--- src/rtl/round_robin_fifo_dispatcher_pkg.sv ---
// Shared types and constants for the round-robin FIFO dispatcher.
// Imported by the queue, the interface users and the top.
package dispatcher_pkg;

  localparam int NUM_Q     = 4;
  localparam int DEF_DEPTH = 8;

  function automatic int ptr_w(input int depth);
    return $clog2(depth);
  endfunction

  localparam int DEF_PTR_W = ptr_w(DEF_DEPTH);

  typedef logic [1:0]           qidx_t;
  typedef logic [DEF_PTR_W:0]   count_t;

endpackage

--- src/rtl/round_robin_fifo_dispatcher_if.sv ---
// Producer/consumer bundle for the dispatcher.
// Handshake: one word is offered per cycle with wen; it is taken or dropped
// (drop pulses next cycle). ren[i] pops queue i; valid[i] marks dout_i the cycle after.
interface round_robin_fifo_dispatcher_if #(
  parameter int DATA_W = 8
);
  logic              wen;
  logic [DATA_W-1:0] din;
  logic [3:0]        ren;
  logic [DATA_W-1:0] dout_a;
  logic [DATA_W-1:0] dout_b;
  logic [DATA_W-1:0] dout_c;
  logic [DATA_W-1:0] dout_d;
  logic [3:0]        valid;
  logic [3:0]        full;
  logic [3:0]        empty;
  logic [1:0]        target;
  logic              drop;

  modport master (
    output wen, din, ren,
    input  dout_a, dout_b, dout_c, dout_d, valid, full, empty, target, drop
  );

  modport slave (
    input  wen, din, ren,
    output dout_a, dout_b, dout_c, dout_d, valid, full, empty, target, drop
  );
endinterface

--- src/rtl/round_robin_fifo_dispatcher_fifo_q.sv ---
// Single-clock DEPTH x DATA_W queue with registered read data and valid.
// Pushes to a full queue and pops from an empty queue are ignored.
module fifo_q
  import dispatcher_pkg::*;
#(
  parameter int DATA_W = 8,
  parameter int DEPTH  = DEF_DEPTH
) (
  input  logic              clk,
  input  logic              rst,
  input  logic              push,
  input  logic [DATA_W-1:0] din,
  input  logic              pop,
  output logic [DATA_W-1:0] dout,
  output logic              valid,
  output logic              full,
  output logic              empty
);
  localparam int PTR_W = ptr_w(DEPTH);

  logic [DATA_W-1:0] mem [DEPTH];
  logic [PTR_W-1:0]  wr_ptr;
  logic [PTR_W-1:0]  rd_ptr;
  logic [PTR_W:0]    count;
  logic              do_push;
  logic              do_pop;

  assign full    = (count == (PTR_W+1)'(DEPTH));
  assign empty   = (count == '0);
  assign do_push = push & ~full;
  assign do_pop  = pop & ~empty;

  // Storage carries no reset; only pointers and count define content.
  always_ff @(posedge clk) begin
    if (do_push) mem[wr_ptr] <= din;
  end

  always_ff @(posedge clk or posedge rst) begin
    if (rst) begin
      wr_ptr <= '0;
      rd_ptr <= '0;
      count  <= '0;
      dout   <= '0;
      valid  <= 1'b0;
    end else begin
      if (do_push) wr_ptr <= wr_ptr + PTR_W'(1);
      if (do_pop) begin
        rd_ptr <= rd_ptr + PTR_W'(1);
        dout   <= mem[rd_ptr];
        valid  <= 1'b1;
      end else begin
        dout   <= '0;
        valid  <= 1'b0;
      end
      case ({do_push, do_pop})
        2'b10:   count <= count + (PTR_W+1)'(1);
        2'b01:   count <= count - (PTR_W+1)'(1);
        default: count <= count;
      endcase
    end
  end
endmodule

--- src/rtl/round_robin_fifo_dispatcher.sv ---
// Spreads one write stream over four queues in round-robin order.
// DISPATCH_SKIP_FULL_EN: skip full queues instead of dropping on a full target.
module round_robin_fifo_dispatcher
  import dispatcher_pkg::*;
#(
  parameter int DATA_W = 8,
  parameter int DEPTH  = DEF_DEPTH
) (
  input  logic                          clk,
  input  logic                          rst,
  round_robin_fifo_dispatcher_if.slave  bus
);
  qidx_t             target;
  qidx_t             target_d;
  qidx_t             chosen;
  logic              accept;
  logic              drop_q;
  logic [NUM_Q-1:0]  push;
  logic [NUM_Q-1:0]  full;
  logic [NUM_Q-1:0]  empty;
  logic [NUM_Q-1:0]  valid;
  logic [DATA_W-1:0] dout [NUM_Q];

`ifdef DISPATCH_SKIP_FULL_EN
  qidx_t cand;

  // First non-full queue at or after target wins; target moves past it.
  always_comb begin
    chosen = target;
    accept = 1'b0;
    cand   = target;
    for (int k = 0; k < NUM_Q; k++) begin
      cand = target + qidx_t'(k);
      if (bus.wen && !accept && !full[cand]) begin
        accept = 1'b1;
        chosen = cand;
      end
    end
    target_d = accept ? qidx_t'(chosen + qidx_t'(1)) : target;
  end
`else
  // Strict rotation: target advances on every write, accepted or not.
  always_comb begin
    chosen   = target;
    accept   = bus.wen & ~full[target];
    target_d = bus.wen ? qidx_t'(target + qidx_t'(1)) : target;
  end
`endif

  always_comb begin
    push = '0;
    if (accept) push[chosen] = 1'b1;
  end

  always_ff @(posedge clk or posedge rst) begin
    if (rst) begin
      target <= '0;
      drop_q <= 1'b0;
    end else begin
      target <= target_d;
      drop_q <= bus.wen & ~accept;
    end
  end

  for (genvar i = 0; i < NUM_Q; i++) begin : g_q
    fifo_q #(.DATA_W(DATA_W), .DEPTH(DEPTH)) u_q (
      .clk   (clk),
      .rst   (rst),
      .push  (push[i]),
      .din   (bus.din),
      .pop   (bus.ren[i]),
      .dout  (dout[i]),
      .valid (valid[i]),
      .full  (full[i]),
      .empty (empty[i])
    );
  end

  assign bus.dout_a = dout[0];
  assign bus.dout_b = dout[1];
  assign bus.dout_c = dout[2];
  assign bus.dout_d = dout[3];
  assign bus.valid  = valid;
  assign bus.full   = full;
  assign bus.empty  = empty;
  assign bus.target = target;
  assign bus.drop   = drop_q;
endmodule

--- src/flat_wrapper.sv ---
// flat-port wrapper written by rule: the top's interface ports become plain ports
module round_robin_fifo_dispatcher_flat import dispatcher_pkg::*;
#(
  parameter int DATA_W = 8,
  parameter int DEPTH  = DEF_DEPTH
)
  (clk, rst, bus_wen, bus_din, bus_ren, bus_dout_a, bus_dout_b, bus_dout_c, bus_dout_d, bus_valid, bus_full, bus_empty, bus_target, bus_drop);
  round_robin_fifo_dispatcher_if #(.DATA_W(DATA_W)) bus_i ();
  input  logic clk;
  input  logic rst;
  input wire logic [$bits(bus_i.wen)-1:0] bus_wen;
  input wire logic [$bits(bus_i.din)-1:0] bus_din;
  input wire logic [$bits(bus_i.ren)-1:0] bus_ren;
  output wire logic [$bits(bus_i.dout_a)-1:0] bus_dout_a;
  output wire logic [$bits(bus_i.dout_b)-1:0] bus_dout_b;
  output wire logic [$bits(bus_i.dout_c)-1:0] bus_dout_c;
  output wire logic [$bits(bus_i.dout_d)-1:0] bus_dout_d;
  output wire logic [$bits(bus_i.valid)-1:0] bus_valid;
  output wire logic [$bits(bus_i.full)-1:0] bus_full;
  output wire logic [$bits(bus_i.empty)-1:0] bus_empty;
  output wire logic [$bits(bus_i.target)-1:0] bus_target;
  output wire logic [$bits(bus_i.drop)-1:0] bus_drop;
  assign bus_i.wen = bus_wen;
  assign bus_i.din = bus_din;
  assign bus_i.ren = bus_ren;
  assign bus_dout_a = bus_i.dout_a;
  assign bus_dout_b = bus_i.dout_b;
  assign bus_dout_c = bus_i.dout_c;
  assign bus_dout_d = bus_i.dout_d;
  assign bus_valid = bus_i.valid;
  assign bus_full = bus_i.full;
  assign bus_empty = bus_i.empty;
  assign bus_target = bus_i.target;
  assign bus_drop = bus_i.drop;
  round_robin_fifo_dispatcher #(.DATA_W(DATA_W), .DEPTH(DEPTH)) u_core (.clk(clk), .rst(rst), .bus(bus_i));
endmodule
--- config.mk ---
export PLATFORM = sky130hd
export DESIGN_NAME = round_robin_fifo_dispatcher_flat
export DESIGN_NICKNAME = d
export VERILOG_FILES = /design/src/rtl/round_robin_fifo_dispatcher_pkg.sv /design/src/rtl/round_robin_fifo_dispatcher_if.sv /design/src/rtl/round_robin_fifo_dispatcher_fifo_q.sv /design/src/rtl/round_robin_fifo_dispatcher.sv /design/src/flat_wrapper.sv
export SDC_FILE = /design/constraint.sdc
export NUM_CORES = 1
export LEC_CHECK = 0
export CAP_MARGIN = 20
export CORE_MARGIN = 2
export CORE_UTILIZATION = 31
export DETAILED_ROUTE_END_ITERATION = 16
export REMOVE_ABC_BUFFERS = 1
export SKIP_CTS_REPAIR_TIMING = 1
export SLEW_MARGIN = 20
export SYNTH_ARGS = -nofsm -noshare
export SYNTH_HDL_FRONTEND = slang
export SYNTH_SLANG_ARGS = --single-unit
--- constraint.sdc ---
create_clock -name clk -period 3 [get_ports clk]
set_clock_uncertainty 0.2 [all_clocks]
set_input_delay 0.45 -clock clk [delete_from_list [all_inputs] [get_ports clk]]
set_output_delay 0.45 -clock clk [all_outputs]
set_load 0.01 [all_outputs]
==> metrics.txt <==
worst skew pair latency=0.53 ns; Reg clk slew, reported paths=0.06 ns; mean post-synth cell area=18.6 sq um; Max Freq=354 MHz; Routed Antenna Nets=0; die area=44,800 sq um; PwrDens=933 nW/um^2; nature of the critical path endpoint=primary output; EDFF count, synth=256; vias per cell=4.60; Syn Inst Count=717; critical path endpoint=bus_full[3]; Setup Viol. Count Final=0; RD Place Congestion=0.694; fin crit share=94.1%; sequential fraction of the synthesis area=72.3%; gr ovfl total=0; DR WL/cell=18.7 um; Setup WS post-layout=0.177 ns; vias in the first global route=6,933; ys flop type=edfxtp_1; Clock Tree Root=clkbuf_16; unrepaired setup endpoints after global routing=no; Placeable Area=42,800 sq um; Non-Filler Instances=1,422; worst-margin pin slew=0.845 ns; share of layout cells above drive strength 1=24.8%; complex-gate fraction of the synthesized area=1.11%; Starting Density=31.2%; final hold vios=0; hold slack=0.141 ns; Total GRT Usage=12.2%; post-synthesis simple-gate area fraction=5.91%; met2 Usage GRT=20.4%; Slew Viols, Final=0; initial antenna violation count=0; post-synth top area share=57.5%; largest net degree at the start of global routing=40; detailed-route via count=6,548; Cell Rows=76; H-Tree Depth=2; synth cell count leaders=edfxtp_1, dfrtp_1, mux4_2; startpoint types=register; CP max FO=8; Post-synth ARST share=23.6%; Rel. slew slack=43.6%; yosys warns=0; multiplexer share of the synthesized area=13.9%; required time worst endpoint=2.35 ns; Initial DRC Count=339; Buffers on Ports=61; total power=15.2 mW; area leader, netlist=edfxtp_1; # IOs=62; status=completed; CTS Buf Count=36; Placed Instances=1,356; LEAKAGE=5.76 nW; top-count cell post-synth=edfxtp_1; worst r2r src=u_core.bus.target[1]$_DFFE_PP0P_; Die H=212 um; die width=212 um; synth unique cells=44; NumNets Final=887; largest family of logic cells by synthesized area=multiplexers; Area growth, synth to finish=21.5%; CTS sink count=335; pre-CTS setup slack=-0.120 ns; DRC violations left=0; final WL=26,600 um; crit path DAT=2.17 ns; R2R Setup Slk=0.23 ns; met3 track demand over resource=2.52%; Ant. Diodes=0; hpwl dp=16,500 um; xor and xnor area share after synthesis=2.42%; CP Class=register to primary output; routing usage on met1=16.3%; Pre-Repair DR Iteration Count=4; Synth Area in Adders=2.25%; RR Endpoint=u_core.g_q[3].u_q.count[2]$_DFFE_PP0P_; post-layout min period=2.82 ns; CTS tree=done; Tightest Hold Check Type=input port to asynchronous set/reset pin; Reg2Reg Depth=11; dominant cells by area after synthesis=edfxtp_1, dfrtp_1, mux4_2; CTS max path bufs=3; Synth Cell Area=13,400 sq um; Max VDD drop=0.552 mV; Max Cap Viol=0; CP Launch Point=u_core.g_q[3].u_q.count[1]$_DFFE_PP0P_; GRT Max-Usage Layer=met2; global-route wire length before repair=41,000 um; Seq cells post-synth=335
==> cell usage in the layout (no fill, tap or decap), types with 10 or more instances in the layout <==
cell             netlist  final
edfxtp_1             256    256
xor2_1                17     17
buf_4                 13     75
ha_1                  24     24
xnor2_1               20     20
mux2i_1               32     32
mux4_2                64     64
inv_1                 11     10
nor3_1                10     10
nor2_1                48     48
clkdlybuf4s50_1        0     61
dfrtp_1               79     78
nand2_1               23     23
clkbuf_16              0     38
==> cell type report <==
type	count	area (sq um)
Timing Repair Buffer	137	1190
Inverter	11	43.8
Fill cell	3945	26500
Clock buffer	44	1000
Sequential cell	335	9670
Multi-Input combinational cell	327	3430
Tap cell	546	683
Clock inverter	22	230
==> how the worst min path moves through the flow <==
| stage | start | end | slack (ns) |
|---|---|---|---|
| 5_1_grt | rst | u_core.g_q[2].u_q.count[1]$_DFFE_PP0P_ | 0.20 |
| 3_3_place_gp | u_core.g_q[1].u_q.count[3]$_DFFE_PP0P_ | u_core.g_q[1].u_q.count[3]$_DFFE_PP0P_ | 0.28 |
| 6_report | rst | u_core.g_q[0].u_q.dout[4]$_DFF_PP0_ | 0.14 |
| 3_5_place_dp | u_core.g_q[1].u_q.count[3]$_DFFE_PP0P_ | u_core.g_q[1].u_q.count[3]$_DFFE_PP0P_ | 0.28 |
| 4_1_cts | rst | u_core.g_q[2].u_q.count[1]$_DFFE_PP0P_ | 0.15 |
| 2_1_floorplan | u_core.g_q[0].u_q.count[3]$_DFFE_PP0P_ | u_core.g_q[0].u_q.count[3]$_DFFE_PP0P_ | 0.26 |
==> routing by layer <==
layer | routed length [um] | part of all wire [%]
met4 | 491 | 1.8
met5 | 0 | 0
met1 | 11800 | 44
met2 | 13000 | 49
met3 | 1320 | 5.0
==> flip-flops by register name, summed over array words and instances (netlist names) <==
name                   flops
u_core.g_q.u_q.mem       256
u_core.g_q.u_q.dout       32
u_core.g_q.u_q.count      16
u_core.g_q.u_q.rd_ptr     12
u_core.g_q.u_q.wr_ptr     12
u_core.g_q.u_q.valid       4
u_core.bus.target          2
u_core.bus.drop            1
==> stage by stage <==
step / util (%) / cell area, sq um / TNS [ns]
final: 38.0 / 16200 / 0
after global placement: 35.1 / 15000 / -0.0683
after CTS: 37.9 / 16200 / 0
after floorplan: - / 13100 / -10.15
after detailed placement: 35.1 / 15000 / -0.148
after global routing: 38.0 / 16200 / 0
==> power breakdown <==
| group | switching [mW] | internal, mW | total, mW |
|---|---|---|---|
| logic | 1.79 | 2.28 | 4.07 |
| clock network | 1.79 | 2.74 | 4.53 |
| registers | 0.843 | 5.72 | 6.56 |
==> cell families (layout without fill, tap and decap cells) <==
| kind of cell | after synthesis | after routing |
|---|---|---|
| DFF | 335 | 335 |
| and+or+nand+nor | 140 | 140 |
| muxes | 104 | 104 |
| buffers and inverters | 55 | 214 |
| xor gates and xnor gates | 37 | 37 |
| adders and majority gates | 24 | 24 |
| AOI/OAI and AO/OA | 22 | 22 |
==> worst max-delay path: stages, from the launching register on <==
cell             delay (ns)
dfrtp_1                0.48
nor4b_4                0.43
buf_4                  0.21
clkdlybuf4s50_1        0.53
(Power assumes the default switching activity.)
